===== config.mk =====
export PLATFORM = sky130hd
export DESIGN_NAME = game_flow_controller
export DESIGN_NICKNAME = d
export VERILOG_FILES = /design/src/rtl/game_flow_controller.sv
export SDC_FILE = /design/constraint.sdc
export NUM_CORES = 1
export LEC_CHECK = 0
export ABC_AREA = 1
export BUFFER_PORTS_ARGS = -buffer_cell sky130_fd_sc_hd__buf_2
export CORE_ASPECT_RATIO = 0.75
export CORE_MARGIN = 2
export CORE_UTILIZATION = 54
export DETAILED_ROUTE_END_ITERATION = 10
export GPL_TIMING_DRIVEN = 0
export PLACE_DENSITY = 0.77
export SLEW_MARGIN = 20
export SYNTH_ARGS = -nofsm -noshare
export SYNTH_HDL_FRONTEND = slang
export SYNTH_SLANG_ARGS = --single-unit

===== constraint.sdc =====
create_clock -name clk -period 2.2 [get_ports clk]
set_clock_uncertainty 0.1 [all_clocks]
set_input_delay 0.44 -clock clk [delete_from_list [all_inputs] [get_ports clk]]
set_output_delay 0.44 -clock clk [all_outputs]
set_load 0.01 [all_outputs]

===== src/rtl/game_flow_controller.sv =====
// Round/level sequencer: serve, play, pause, game-over and win, with level-weighted saturating score.
// Optional GAME_BONUS_LIFE_EN: clearing a level also awards one life (saturating at LIFE_MAX).
module game_flow_controller #(
  parameter int SCORE_W        = 8,
  parameter int LEVEL_W        = 4,
  parameter int LIFE_W         = 4,
  parameter int LIFE_INIT      = 3,
  parameter int LIFE_MAX       = 9,
  parameter int LEVEL_MAX      = 5,
  parameter int HITS_PER_LEVEL = 4
) (
  input  logic               clk,
  input  logic               resetN,
  input  logic               key_start,
  input  logic               key_pause,
  input  logic               collision_bottom,
  input  logic               collision_target,
  output logic               pause,
  output logic               reset_level,
  output logic [SCORE_W-1:0] score,
  output logic [LEVEL_W-1:0] level,
  output logic [LIFE_W-1:0]  life,
  output logic [7:0]         hits,
  output logic               game_over,
  output logic               game_won
);

  typedef enum logic [2:0] {
    S_SERVE  = 3'd0,
    S_PLAY   = 3'd1,
    S_PAUSED = 3'd2,
    S_OVER   = 3'd3,
    S_WIN    = 3'd4
  } state_t;

  localparam int SUM_W = ((SCORE_W > LEVEL_W) ? SCORE_W : LEVEL_W) + 1;
  localparam logic [SUM_W-1:0]   SCORE_SAT   = SUM_W'({SCORE_W{1'b1}});
  localparam logic [LIFE_W-1:0]  LIFE_RST    = LIFE_W'(LIFE_INIT);
  localparam logic [LEVEL_W-1:0] LEVEL_LAST  = LEVEL_W'(LEVEL_MAX - 1);
  localparam logic [7:0]         HITS_TARGET = 8'(HITS_PER_LEVEL);

  // Bit order of the event vector: {start, pause, bottom, target}
  logic [3:0]         w_in;
  logic [3:0]         r_prev;
  logic [3:0]         r_evt;
  state_t             r_state, w_state_nxt;
  logic [SCORE_W-1:0] r_score, w_score_nxt;
  logic [LEVEL_W-1:0] r_level, w_level_nxt;
  logic [LIFE_W-1:0]  r_life, w_life_nxt;
  logic [7:0]         r_hits, w_hits_nxt;
  logic [7:0]         w_hits_inc;
  logic [SUM_W-1:0]   w_sum;
  logic [LIFE_W-1:0]  w_life_bonus;

  assign w_in = {key_start, key_pause, collision_bottom, collision_target};

  // Edge detectors register the event pulse so the FSM acts one edge after sampling
  always_ff @(posedge clk) begin
    if (!resetN) begin
      r_prev <= 4'b0000;
      r_evt  <= 4'b0000;
    end else begin
      r_prev <= w_in;
      r_evt  <= w_in & ~r_prev;
    end
  end

  // State and counter registers
  always_ff @(posedge clk) begin
    if (!resetN) begin
      r_state <= S_SERVE;
      r_score <= '0;
      r_level <= '0;
      r_life  <= LIFE_RST;
      r_hits  <= 8'd0;
    end else begin
      r_state <= w_state_nxt;
      r_score <= w_score_nxt;
      r_level <= w_level_nxt;
      r_life  <= w_life_nxt;
      r_hits  <= w_hits_nxt;
    end
  end

  assign w_sum      = SUM_W'(r_score) + SUM_W'(r_level) + SUM_W'(1);
  assign w_hits_inc = r_hits + 8'd1;

`ifdef GAME_BONUS_LIFE_EN
  assign w_life_bonus = (r_life < LIFE_W'(LIFE_MAX)) ? (r_life + LIFE_W'(1)) : r_life;
`else
  assign w_life_bonus = r_life;
`endif

  // Next-state and counter update logic
  always_comb begin
    w_state_nxt = r_state;
    w_score_nxt = r_score;
    w_level_nxt = r_level;
    w_life_nxt  = r_life;
    w_hits_nxt  = r_hits;
    case (r_state)
      S_SERVE: begin
        w_hits_nxt = 8'd0;
        if (r_evt[3]) w_state_nxt = S_PLAY;
        else          w_state_nxt = S_SERVE;
      end
      S_PLAY: begin
        if (r_evt[1]) begin
          w_hits_nxt = 8'd0;
          if (r_life != '0) w_life_nxt = r_life - LIFE_W'(1);
          else              w_life_nxt = r_life;
          if (r_life <= LIFE_W'(1)) w_state_nxt = S_OVER;
          else                      w_state_nxt = S_SERVE;
        end else if (r_evt[0]) begin
          if (w_sum > SCORE_SAT) w_score_nxt = SCORE_SAT[SCORE_W-1:0];
          else                   w_score_nxt = w_sum[SCORE_W-1:0];
          if (w_hits_inc == HITS_TARGET) begin
            w_hits_nxt = 8'd0;
            w_life_nxt = w_life_bonus;
            if (r_level >= LEVEL_LAST) begin
              w_state_nxt = S_WIN;
            end else begin
              w_level_nxt = r_level + LEVEL_W'(1);
              w_state_nxt = S_SERVE;
            end
          end else begin
            w_hits_nxt = w_hits_inc;
          end
        end else if (r_evt[2]) begin
          w_state_nxt = S_PAUSED;
        end else begin
          w_state_nxt = S_PLAY;
        end
      end
      S_PAUSED: begin
        if (r_evt[2]) w_state_nxt = S_PLAY;
        else          w_state_nxt = S_PAUSED;
      end
      S_OVER, S_WIN: begin
        if (r_evt[3]) begin
          w_score_nxt = '0;
          w_level_nxt = '0;
          w_life_nxt  = LIFE_RST;
          w_hits_nxt  = 8'd0;
          w_state_nxt = S_SERVE;
        end else begin
          w_state_nxt = r_state;
        end
      end
      default: w_state_nxt = S_SERVE;
    endcase
  end

  assign pause       = (r_state != S_PLAY);
  assign reset_level = (r_state == S_SERVE);
  assign game_over   = (r_state == S_OVER);
  assign game_won    = (r_state == S_WIN);
  assign score       = r_score;
  assign level       = r_level;
  assign life        = r_life;
  assign hits        = r_hits;

endmodule


Yosys cells after proc, flatten, opt, wreduce, memory -nomap -nowiden
Cells that the tools add are included.
{"block": "word_totals", "output_inout_bits": 28, "elab_cells": 71, "in_bits": 6, "register_bits": 35}
{"block": "classes", "order_cmp": 3, "addsub": 5, "n_bitwise": 2, "eq_ne": 15, "n_reduce_logical": 10, "muxes": 29}
{"operator": "8-bit 2-to-1 mux", "n": 7}
{"operator": "4-bit 2-to-1 mux", "n": 8}
{"operator": "8-bit case mux with 3 select lines", "n": 1}
{"operator": "4-bit case mux with 2 select lines", "n": 2}
{"operator": "8-bit case mux with 2 select lines", "n": 1}
{"operator": "3-bit 2-to-1 mux", "n": 5}
{"operator": "2-bit inequality test (second input constant)", "n": 7}
{"operator": "3-bit case mux with 4 select lines", "n": 1}
{"operator": "8-bit by 4-bit adder with 9-bit output", "n": 1}
{"operator": "9-bit by 1-bit adder with 9-bit output (second input constant)", "n": 1}
{"operator": "9-bit by 8-bit greater-than comparator with 1-bit output (second input constant)", "n": 1}
{"operator": "8-bit by 1-bit adder with 8-bit output (second input constant)", "n": 1}
{"operator": "8-bit by 3-bit == test with 1-bit output (second input constant)", "n": 1}
{"operator": "4-bit AND reduction", "n": 2}
{"operator": "3-bit by 2-bit == test with 1-bit output (second input constant)", "n": 2}
{"operator": "2-bit 2-to-1 mux", "n": 3}
{"operator": "6-bit AND reduction", "n": 1}
{"operator": "4-bit by 1-bit adder with 4-bit output (second input constant)", "n": 1}
{"operator": "4-bit AND", "n": 1}
{"operator": "4-bit by 3-bit greater-or-equal comparator with 1-bit output (second input constant)", "n": 1}
{"operator": "4-bit by 1-bit <= comparator with 1-bit output (second input constant)", "n": 1}
{"operator": "4-bit inequality test (second input constant)", "n": 1}
{"operator": "4-bit NOT", "n": 1}
{"operator": "4-bit nonzero test", "n": 1}
{"operator": "other kinds (12)", "n": 12}

Logic depth before layout (Yosys ltp)
{"block": "depth", "depth_word": 7, "mapped_depth": 12, "ltp_nobuf": 12}

Worst setup path after synthesis
OpenSTA, ideal clock, no wires.
{"block": "synth_path", "path_type": "register to register", "startpoint": "reg r_level[0] (netlist: level[0])", "endpoint": "reg r_score[2] (netlist: score[2])", "slack_ps": 417, "path_stages_with_launch": 11, "synth_period_minus_slack_ps": 1783, "path_buffers": 0, "setup_ps": 120, "arrival_ps": 1564, "required_ps": 1980, "path_cell_list": "dfxtp_1 inv_1 ha_1 inv_1 fa_1 nand4_1 nand2_1 nand3_1 o21ai_0 nand2_1 a21oi_1"}
{"block": "synth_between", "elab_chain_len": 7}
{"element": "from (decl)", "line_no": "48", "rtl": "logic [LEVEL_W-1:0] r_level, w_level_nxt;"}
{"element": "from (signal assigned)", "line_no": "79", "rtl": "r_level <= w_level_nxt;"}
{"element": "8-bit by 4-bit adder with 9-bit output (*)", "line_no": "85", "rtl": "assign w_sum = SUM_W'(r_score) + SUM_W'(r_level) + SUM_W'(1);"}
{"element": "9-bit by 1-bit adder with 9-bit output (*)", "line_no": "85"}
{"element": "9-bit by 8-bit greater-than comparator with 1-bit output", "line_no": "115", "rtl": "if (w_sum > SCORE_SAT) w_score_nxt = SCORE_SAT[SCORE_W-1:0];"}
{"element": "8-bit 2-to-1 mux (*)", "line_no": "115"}
{"element": "8-bit 2-to-1 mux (*)", "line_no": "114", "rtl": "end else if (r_evt[0]) begin"}
{"element": "8-bit 2-to-1 mux (*)", "line_no": "108", "rtl": "if (r_evt[1]) begin"}
{"element": "8-bit case mux with 2 select lines (*)", "line_no": "101", "rtl": "case (r_state)"}
{"element": "to (signal assigned)", "line_no": "78", "rtl": "r_score <= w_score_nxt;"}
{"element": "to (decl)", "line_no": "47", "rtl": "logic [SCORE_W-1:0] r_score, w_score_nxt;"}
Every way passes the cells marked *; elsewhere a longest branch is shown, timed or not. The select of a mux whose other input is x is not followed.
A chain may end at the register's enable or synchronous reset.

Final worst setup path
Same ends and word-level chain as after synthesis.

==> out/results.ini <==
[cells_and_area]
syn_to_final_growth_pct=15.47
final_core_util_pct=64.71
drive_above_1_share_pct=18.24
regArea_um2=700.7
nets=345
antenna_cells=0
fill_cells=348
multi_input_area_um2=1172

[clock_tree]
htreeDepth=2
cts_tree=yes
cts_buffers=5
insertion_delay_ps=290
path_clk_slew_ps=70
ctsResizeCount=0
cts_root_buf=clkbuf_8
post-cts-setup-buffers=0
cts_hold_buf=0
clock_tree.buffer_depth=2
cts.sinks=35

[setup_path]
reg2reg_from=level[0]
cp_top_family=adder cells
path_class=reg -> reg
start_kind=flip-flop
crit_arrival_ps=2070
crit_start=level[0]
required_ps=2270
path_buf_inv=2
critPathCaptureType=flip-flop
max_stage_delay_ps=440
timing.critical_path.cells=inv_1, ha_1, inv_1, fa_1, nand4_1, nand2_1, nand3_1, o21ai_0, nand2_1, a21oi_1
critPathMaxFanout=6
cp_slowest_cell=fa_1

[worst_hold_path]
holdCritPathClass=in -> reg
worst_hold_startpoint=key_start

[pwr]
peakVddDrop_mv=0.7292
p_per_area_nw_per_um2=1028
cellLeakagePower_nw=1.171
power_w=0.002419

[timing]
holdWs_ps=245.7
max_slew_margin_pct=64.52
rsz0062_at_grt=no
layout_setup_ws_ps=199.7
finalSetupTns_ps=0
max_freq_mhz=499.9
setup_viol=0
fin_crit_sh_pct=90.92
worstMarginPinSlew_ps=532.3
slew_viol_final=0
hold_viol_final=0
layout_min_cycle_time_ps=2000

[grt]
track_usage_pct=22.01
grt_pass1_wl_mm=7.307
grt_max_degree=12
grt.overflow.total=0
grt_pass1_vias=1677
antenna_found_initial=0

[routing]
num_vias=1899
ant_nets=0
drt-total-wl_mm=4.228
wl_per_cell_um=11.10
dr.first_iter.drc_count=169
detail_route.vias_per_cell=4.984
first_pass_iters=4
drc=0

[logic_synthesis]
syn-num-nets=305
synthCells=288
ys_seq_elements=35
yosys_warnings=0
synth_area_um2=2038
synth_area_per_cell_um2=7.077
synthDistinctLibCells=32
yosysSeqAreaShare_pct=34.38

[floorplanning]
die_w_um=74.94
rows=19
initial_core_util_pct=56.04
die_y_um=57.21
ios=34
coreArea_um2=3637
die_area_um2=4287

[placement]
portBuffers=33
dp_slack_ps=237.6
gp_congestion=0.8741
hpwl_mm=3.112

[status]
outcome=completed

[job]
drv_cap=0

layer usage:
layer	global-route usage, %	vias to the layer above	share of wire, %
li1	-	1004	-
met1	30.56	817	48
met2	32.33	69	44
met3	6.890	9	6.4
met4	7.653	0	1.4
met5	0	-	0
synth_stat cells:
| cell type | count | area share [%] |
|---|---|---|
| a21oi_1 | 23 | 5.6 |
| a31oi_1 | 1 | 0.31 |
| buf_8 | 1 | 0.74 |
| clkbuf_1 | 2 | 0.37 |
| dfxtp_1 | 35 | 34 |
| fa_1 | 1 | 0.98 |
| ha_1 | 10 | 6.1 |
| inv_1 | 37 | 6.8 |
| inv_2 | 1 | 0.18 |
| nand2_1 | 86 | 16 |
| nand2_2 | 4 | 1.2 |
| nand2_4 | 1 | 0.55 |
| nand2_8 | 1 | 0.98 |
| nand3_1 | 21 | 5.2 |
| nand3_2 | 1 | 0.49 |
| nand3_4 | 3 | 2.6 |
| nand3b_1 | 1 | 0.37 |
| nand4_1 | 4 | 1.2 |
| nor2_1 | 25 | 4.6 |
| nor2_2 | 1 | 0.31 |
| nor2_4 | 1 | 0.55 |
| nor2_8 | 1 | 0.98 |
| nor3_1 | 4 | 0.98 |
| nor3_4 | 1 | 0.80 |
| nor4_1 | 1 | 0.31 |
| o211ai_1 | 2 | 0.74 |
| o21ai_0 | 7 | 1.7 |
| o21ai_4 | 1 | 0.80 |
| o21bai_1 | 2 | 0.74 |
| or2_2 | 3 | 0.92 |
| xnor2_1 | 3 | 1.3 |
| xor2_1 | 3 | 1.3 |
worst min-delay path, cell delays in order:
cell and delay (ps):
buf_2 70, nand2_1 50, inv_1 40
registers in the layout (all words and copies together), names as in the netlist:
register and flops:
level 4, r_prev 4, r_evt 4, r_state 3, hits 8, score 8, life 4
where the power goes:
| group | total (W) | switching (W) | internal [W] |
|---|---|---|---|
| Clock | 0.000459 | 0.000238 | 0.000221 |
| Sequential | 0.000820 | 0.000102 | 0.000718 |
| Combinational | 0.00114 | 0.000735 | 0.000405 |
layout by cell type, fill, tap and decap left out, drive strengths merged, types with 2 or more instances in the layout:
cell    count
or2         3
o21ai       8
dfxtp      35
buf        34
inv        38
nor3        5
ha         10
nand2      92
nand4       4
o211ai      2
xnor2       3
nand3      25
clkbuf      8
o21bai      2
nor2       28
a21oi      23
xor2        3
worst paths after layout:
path / endpoint / slack [ps] / cells past startpoint
min reg2reg: r_evt[2] / 290 / 1
min: r_prev[3] / 250 / 3
max reg2reg: score[2] / 200 / 10
max: score[2] / 200 / 10
stage by stage:
stage	std cells	instance area, um^2
after floorplan	288	2038
after global placement	373	2268
after detailed placement	373	2268
after CTS	381	2354
after global routing	381	2354
final	381	2354
cell families (layout without fill, tap and decap cells):
| logic type | Yosys count | count (layout) | synth area share, % |
|---|---|---|---|
| fa+ha+maj | 11 | 11 | 7.121 |
| buf+inv | 41 | 82 | 8.103 |
| xor+xnor | 6 | 6 | 2.579 |
| flops | 35 | 35 | 34.38 |
| simple gates | 159 | 159 | 37.88 |
| compound gates | 36 | 36 | 9.945 |
cell type report:
| type | count | share of cell area, % |
|---|---|---|
| buffer | 3 | 0.9569 |
| clock buffer | 6 | 3.083 |
| clock inverter | 2 | 0.5316 |
| inverter | 38 | 6.061 |
| multi-input combinational | 212 | 49.81 |
| sequential | 35 | 29.77 |
| tap | 52 | 2.764 |
| timing repair buffer | 33 | 7.018 |
Note: power is estimated with default switching activity, not from simulation.
